$ cat src/rtl/global_defs.sv
// Shared types for the matrix-unit controllers: the add-controller FSM state
// and the 32-bit IEEE-754 single-precision word carried between blocks.
package global_defs;

  typedef enum logic [1:0] {
    IDLE  = 2'd0,
    ISSUE = 2'd1,
    DRAIN = 2'd2,
    DONE  = 2'd3
  } mpu_add_state_t;

  typedef logic [31:0] float_word_t;

  localparam int FLOAT_SIGN_BIT = 31;

  // Negate a float by flipping its sign bit; NaN payloads pass through untouched.
  function automatic float_word_t float_negate(input float_word_t w);
    float_word_t r;
    r = w;
    r[FLOAT_SIGN_BIT] = ~w[FLOAT_SIGN_BIT];
    return r;
  endfunction

endpackage

$ cat src/rtl/mpu_add_ctrl.sv
// Element-wise matrix add sequencer: streams A/B elements to an external adder
// and writes sums back in order. Define MPU_ADD_SUB_EN to add op_i (A-B).
module mpu_add_ctrl
  import global_defs::*;
#(
  parameter int ROWS   = 4,
  parameter int COLS   = 4,
  parameter int REG_AW = 3,
  localparam int IDX_W = $clog2(ROWS*COLS)
) (
  input  logic              clk,
  input  logic              rst,
  input  logic              start_i,
`ifdef MPU_ADD_SUB_EN
  input  logic              op_i,
`endif
  input  logic [REG_AW-1:0] src0_i,
  input  logic [REG_AW-1:0] src1_i,
  input  logic [REG_AW-1:0] dst_i,
  output logic              ready_o,
  output logic              done_o,
  output logic              rd_en_o,
  output logic [REG_AW-1:0] rd_reg0_o,
  output logic [REG_AW-1:0] rd_reg1_o,
  output logic [IDX_W-1:0]  rd_idx_o,
  input  float_word_t       rd_data0_i,
  input  float_word_t       rd_data1_i,
  output logic              add_valid_o,
  output float_word_t       add_a_o,
  output float_word_t       add_b_o,
  input  logic              add_valid_i,
  input  float_word_t       add_sum_i,
  output logic              wr_en_o,
  output logic [REG_AW-1:0] wr_reg_o,
  output logic [IDX_W-1:0]  wr_idx_o,
  output float_word_t       wr_data_o
);

  localparam int NUM_ELEM = ROWS * COLS;
  localparam int CNT_W    = IDX_W + 1;
  localparam logic [CNT_W-1:0] LAST_IDX = CNT_W'(NUM_ELEM - 1);
  localparam logic [CNT_W-1:0] TERM_CNT = CNT_W'(NUM_ELEM);

  mpu_add_state_t    state_reg, state_next;
  logic [CNT_W-1:0]  issue_cnt_reg, issue_cnt_next;
  logic [CNT_W-1:0]  wr_cnt_reg, wr_cnt_next;
  logic [REG_AW-1:0] src0_reg, src0_next;
  logic [REG_AW-1:0] src1_reg, src1_next;
  logic [REG_AW-1:0] dst_reg, dst_next;
  logic              add_valid_reg;
  logic              wr_accept;
`ifdef MPU_ADD_SUB_EN
  logic              op_reg, op_next;
`endif

  always_ff @(posedge clk or negedge rst) begin
    if (!rst) begin
      state_reg     <= IDLE;
      issue_cnt_reg <= '0;
      wr_cnt_reg    <= '0;
      src0_reg      <= '0;
      src1_reg      <= '0;
      dst_reg       <= '0;
      add_valid_reg <= 1'b0;
`ifdef MPU_ADD_SUB_EN
      op_reg        <= 1'b0;
`endif
    end else begin
      state_reg     <= state_next;
      issue_cnt_reg <= issue_cnt_next;
      wr_cnt_reg    <= wr_cnt_next;
      src0_reg      <= src0_next;
      src1_reg      <= src1_next;
      dst_reg       <= dst_next;
      add_valid_reg <= rd_en_o;
`ifdef MPU_ADD_SUB_EN
      op_reg        <= op_next;
`endif
    end
  end

  // Results are only meaningful while an operation is in flight; stray
  // adder strobes outside ISSUE/DRAIN are dropped without touching counters.
  assign wr_accept = add_valid_i && ((state_reg == ISSUE) || (state_reg == DRAIN));

  always_comb begin
    state_next     = state_reg;
    issue_cnt_next = issue_cnt_reg;
    wr_cnt_next    = wr_cnt_reg;
    src0_next      = src0_reg;
    src1_next      = src1_reg;
    dst_next       = dst_reg;
`ifdef MPU_ADD_SUB_EN
    op_next        = op_reg;
`endif
    ready_o        = 1'b0;
    done_o         = 1'b0;
    rd_en_o        = 1'b0;
    rd_idx_o       = '0;
    wr_en_o        = 1'b0;
    wr_reg_o       = '0;
    wr_idx_o       = '0;
    wr_data_o      = '0;

    if (wr_accept) begin
      wr_en_o     = 1'b1;
      wr_reg_o    = dst_reg;
      wr_idx_o    = wr_cnt_reg[IDX_W-1:0];
      wr_data_o   = add_sum_i;
      wr_cnt_next = wr_cnt_reg + CNT_W'(1);
    end

    case (state_reg)
      IDLE: begin
        ready_o = 1'b1;
        if (start_i) begin
          src0_next      = src0_i;
          src1_next      = src1_i;
          dst_next       = dst_i;
`ifdef MPU_ADD_SUB_EN
          op_next        = op_i;
`endif
          issue_cnt_next = '0;
          wr_cnt_next    = '0;
          state_next     = ISSUE;
        end
      end
      ISSUE: begin
        rd_en_o        = 1'b1;
        rd_idx_o       = issue_cnt_reg[IDX_W-1:0];
        issue_cnt_next = issue_cnt_reg + CNT_W'(1);
        if (issue_cnt_reg == LAST_IDX) begin
          state_next = (wr_cnt_next == TERM_CNT) ? DONE : DRAIN;
        end
      end
      DRAIN: begin
        if (wr_cnt_next == TERM_CNT) begin
          state_next = DONE;
        end
      end
      DONE: begin
        done_o     = 1'b1;
        state_next = IDLE;
      end
      default: begin
        state_next = IDLE;
      end
    endcase
  end

  // Source addresses stay on the read port between operations; they read as
  // zero after reset because the latches are cleared there.
  assign rd_reg0_o   = src0_reg;
  assign rd_reg1_o   = src1_reg;
  assign add_valid_o = add_valid_reg;
  assign add_a_o     = add_valid_reg ? rd_data0_i : '0;

`ifdef MPU_ADD_SUB_EN
  float_word_t add_b_sel;
  assign add_b_sel = op_reg ? float_negate(rd_data1_i) : rd_data1_i;
  assign add_b_o   = add_valid_reg ? add_b_sel : '0;
`else
  assign add_b_o   = add_valid_reg ? rd_data1_i : '0;
`endif

endmodule
$ cat config.mk
export PLATFORM = sky130hd
export DESIGN_NAME = mpu_add_ctrl
export DESIGN_NICKNAME = d
export VERILOG_FILES = /design/src/rtl/global_defs.sv /design/src/rtl/mpu_add_ctrl.sv
export SDC_FILE = /design/constraint.sdc
export NUM_CORES = 1
export LEC_CHECK = 0
export ABC_AREA = 0
export BUFFER_PORTS_ARGS = -buffer_cell sky130_fd_sc_hd__buf_4
export CORE_AREA = 2 2 87 89
export CTS_CLUSTER_SIZE = 24
export DETAILED_ROUTE_END_ITERATION = 16
export DIE_AREA = 0 0 89 91
export PLACE_DENSITY = 0.66
export SETUP_SLACK_MARGIN = 0.4
export SLEW_MARGIN = 20
export SYNTH_ARGS = -nofsm -noshare
export SYNTH_HDL_FRONTEND = slang
export SYNTH_SLANG_ARGS = --single-unit
$ cat constraint.sdc
create_clock -name clk -period 2.56 [get_ports clk]
set_input_delay 0.128 -clock clk [delete_from_list [all_inputs] [get_ports clk]]
set_output_delay 0.128 -clock clk [all_outputs]
set_load 0.03 [all_outputs]
==> results.yml <==
worst_setup_path:
  worstSetupPathType: "register to register"
  slowest_delay_ps: 500
  cp.required_ps: 2710
  r2r-start: "state_reg[1]$_DFFE_PN0P_"
  crit_start: "state_reg[1]$_DFFE_PN0P_"
  arrival_ps: 2320
  slowest_stage: "or4b_4"
  cp_max_fo: 5
  worstPathCellList: "inv_2 > ha_4 > nand3_4 > or4b_4 > a22o_1 > a21o_1 > mux2_4"
  start_kind: "register"
  cp-end-kind: "register"
detailed_routing:
  vias: 2376
  via_per_inst: 4.41
  drt_iter0_drc: 54
  antenna_left: 0
  drtPass1Iterations: 4
  wl_per_cell_um: 14.8
  remaining_drc_errors: 0
  totalWireLength_um: 7970
clocking:
  htree_num_levels: 1
  worstSkewPairLatency_ps: 260
  clock_path_buffers: 2
  cts_num_sinks: 22
  cts_buffers: 3
  cts_tree: "done"
  clk_pin_slew_ps: 80
  cts_root_buf: "clkbuf_8"
yosys:
  synth_seq_cells: 22
  synth_nets: 335
  synth_flop_cell: "dfrtp_1"
  synthArstFlopShare: 1.00
  synth_edf_count: 0
  yosysSeqAreaShare: 0.301
  synth_top_area_cell: "dfrtp_1"
  syn_area_um2: 1830
  syn_inst: 219
  synth_top_area_frac: 0.301
  synth_area_per_cell_um2: 8.35
  yosys.cell_types.count: 30
  yosysWarnings: 0
  synth.area.top_cells: "dfrtp_1 30%, and2_1 24%, and3_1 14%, mux2_2 5.5%, ha_1 4.8%"
sta:
  slew_violations: 0
  skew_ps: 1.55
  fin_crit_sh: 0.844
  rsz0062_at_grt: "true"
  fin_setup_tns_ps: 0
  setup_violations: 0
  slew_headroom: 0.576
  hold_violations: 0
  period_needed_ps: 2160
  holdWs_ps: 89.9
  clock.fmax_ghz: 0.463
  worst_pin_slew_ps: 636
power_and_ir_drop:
  power.total_mw: 4.48
  powerDensity_nw_per_um2: 1190
  p_leak_nw: 2.13
  peakVddDrop_uv: 588
die:
  core_area_um2: 7140
  die_area_um2: 8100
  die_w_um: 89
  rows: 31
  die_y_um: 91
  ios: 227
  start_util: 0.256
final_layout:
  multiInputGateArea_um2: 1210
  seq_area_um2: 553
  fillers: 719
  synthToLayoutAreaGrowth_pct: 106
  n_antenna_cell: 0
  drive_above_1_share: 0.589
  finalNetCount: 557
  final_area_um2: 3760
  finalNonFillerCells: 539
worst_hold_path:
  min_path_type: "primary input to register"
  min_from: "src0_i[1]"
run_status:
  run_status: "complete, no violations"
placement:
  io_buffers: 226
  dpl_cell_area_um2: 3620
  dp_hpwl_um: 6590
  dp_cells: 527
  routabilityCongestion: 0.819
global_routing:
  grt_max_degree: 42
  grt_pass1_wl_um: 11700
  grt_pass1_vias: 2355
  antenna_found_initial: 0
  track_usage: 0.183
  overflow: 0
run:
  maxCapViolCount: 0
kinds of logic after synthesis:
kind of cell,Yosys count,share of synthesized area
and+or+nand+nor,130,0.435
buffers and inverters,26,0.0534
DFF,22,0.301
AOI/OAI and AO/OA,18,0.0691
muxes,12,0.0746
adders and majority gates,7,0.0479
xor gates and xnor gates,4,0.0192
through the flow:
step	utilization	worst slack [ps]
after global routing	0.527	330
after detailed placement	0.507	220
after floorplan	-	408
after global placement	0.507	255
after CTS	0.527	405
final	0.527	398
cell usage in the layout, fill, tap and decap left out, types with 3 or more instances in the layout:
master / netlist / layout
buf_4: 0 / 235
and2_1: 69 / 69
and3_1: 40 / 40
dfrtp_1: 22 / 20
mux2_2: 9 / 9
o21ai_0: 7 / 7
nand2_1: 6 / 6
inv_1: 7 / 5
nor2_1: 5 / 5
ha_1: 7 / 5
a22o_1: 3 / 3
clkbuf_8: 0 / 3
critical path: cells and delay by family, from the launching register on:
family | cells | cell delay [ps]
mux | 1 | 300
simple gates | 2 | 590
fa+ha+maj | 1 | 290
flops | 1 | 380
compound gates | 2 | 440
buf+inv | 1 | 60
per-layer routing:
layer	vias up	share of wire	track usage	wire length (um)
met5	-	0	0	0
met4	0	0.038	0.0721	301
met3	21	0.090	0.0373	721
met2	111	0.53	0.343	4240
met1	1072	0.34	0.193	2700
li1	1172	-	-	-
worst paths after layout:
check | endpoint | slack (ps) | depth (start not counted)
max | state_reg[1]$_DFFE_PN0P_ | 400 | 7
min | rd_reg0_o[1]$_DFFE_PN0P_ | 90 | 2
max reg2reg | state_reg[1]$_DFFE_PN0P_ | 400 | 7
min reg2reg | issue_cnt_reg[4]$_DFFE_PN0P_ | 500 | 2
max in group asynchronous | wr_cnt_reg[1]$_DFF_PN0_ | 2020 | 2
min in group asynchronous | rd_reg1_o[0]$_DFFE_PN0P_ | 300 | 2
what timing repair did:
| action | in CTS | in global routing |
|---|---|---|
| gates cloned | 0 | 0 |
| gates resized for setup | 4 | 2 |
| pin swaps | 2 | 0 |
| hold buffers | 1 | 0 |
| setup endpoints to repair | 2 | 2 |
| hold endpoints to repair | 22 | 0 |
| setup buffers | 7 | 0 |
area by class of cell:
class / count / area share
Clock buffer: 3 / 0.0110
Clock inverter: 1 / 0.00798
Tap cell: 99 / 0.0329
Sequential cell: 22 / 0.147
Multi-Input combinational cell: 171 / 0.323
Inverter: 7 / 0.00698
Timing Repair Buffer: 236 / 0.472
cell usage after synthesis, drive strengths merged (2+ instances only):
master and n:
a2111oi 2, xor2 2, dfrtp 22, clkbuf 19, a22o 3, nand2b 2, o21ai 7, and2 69
mux2i 2, ha 7, and3 40, inv 7, mux2 10, nand3 3, nand2 6, nor2 5
xnor2 2
where the power goes:
group          switching [mW]  total [mW]  internal (mW)
Clock                   0.116       0.325          0.209
Sequential              0.145       0.649          0.504
Combinational            2.07        3.51           1.44
Total                    2.33        4.48           2.15
Power figures use the tool's default switching activity.
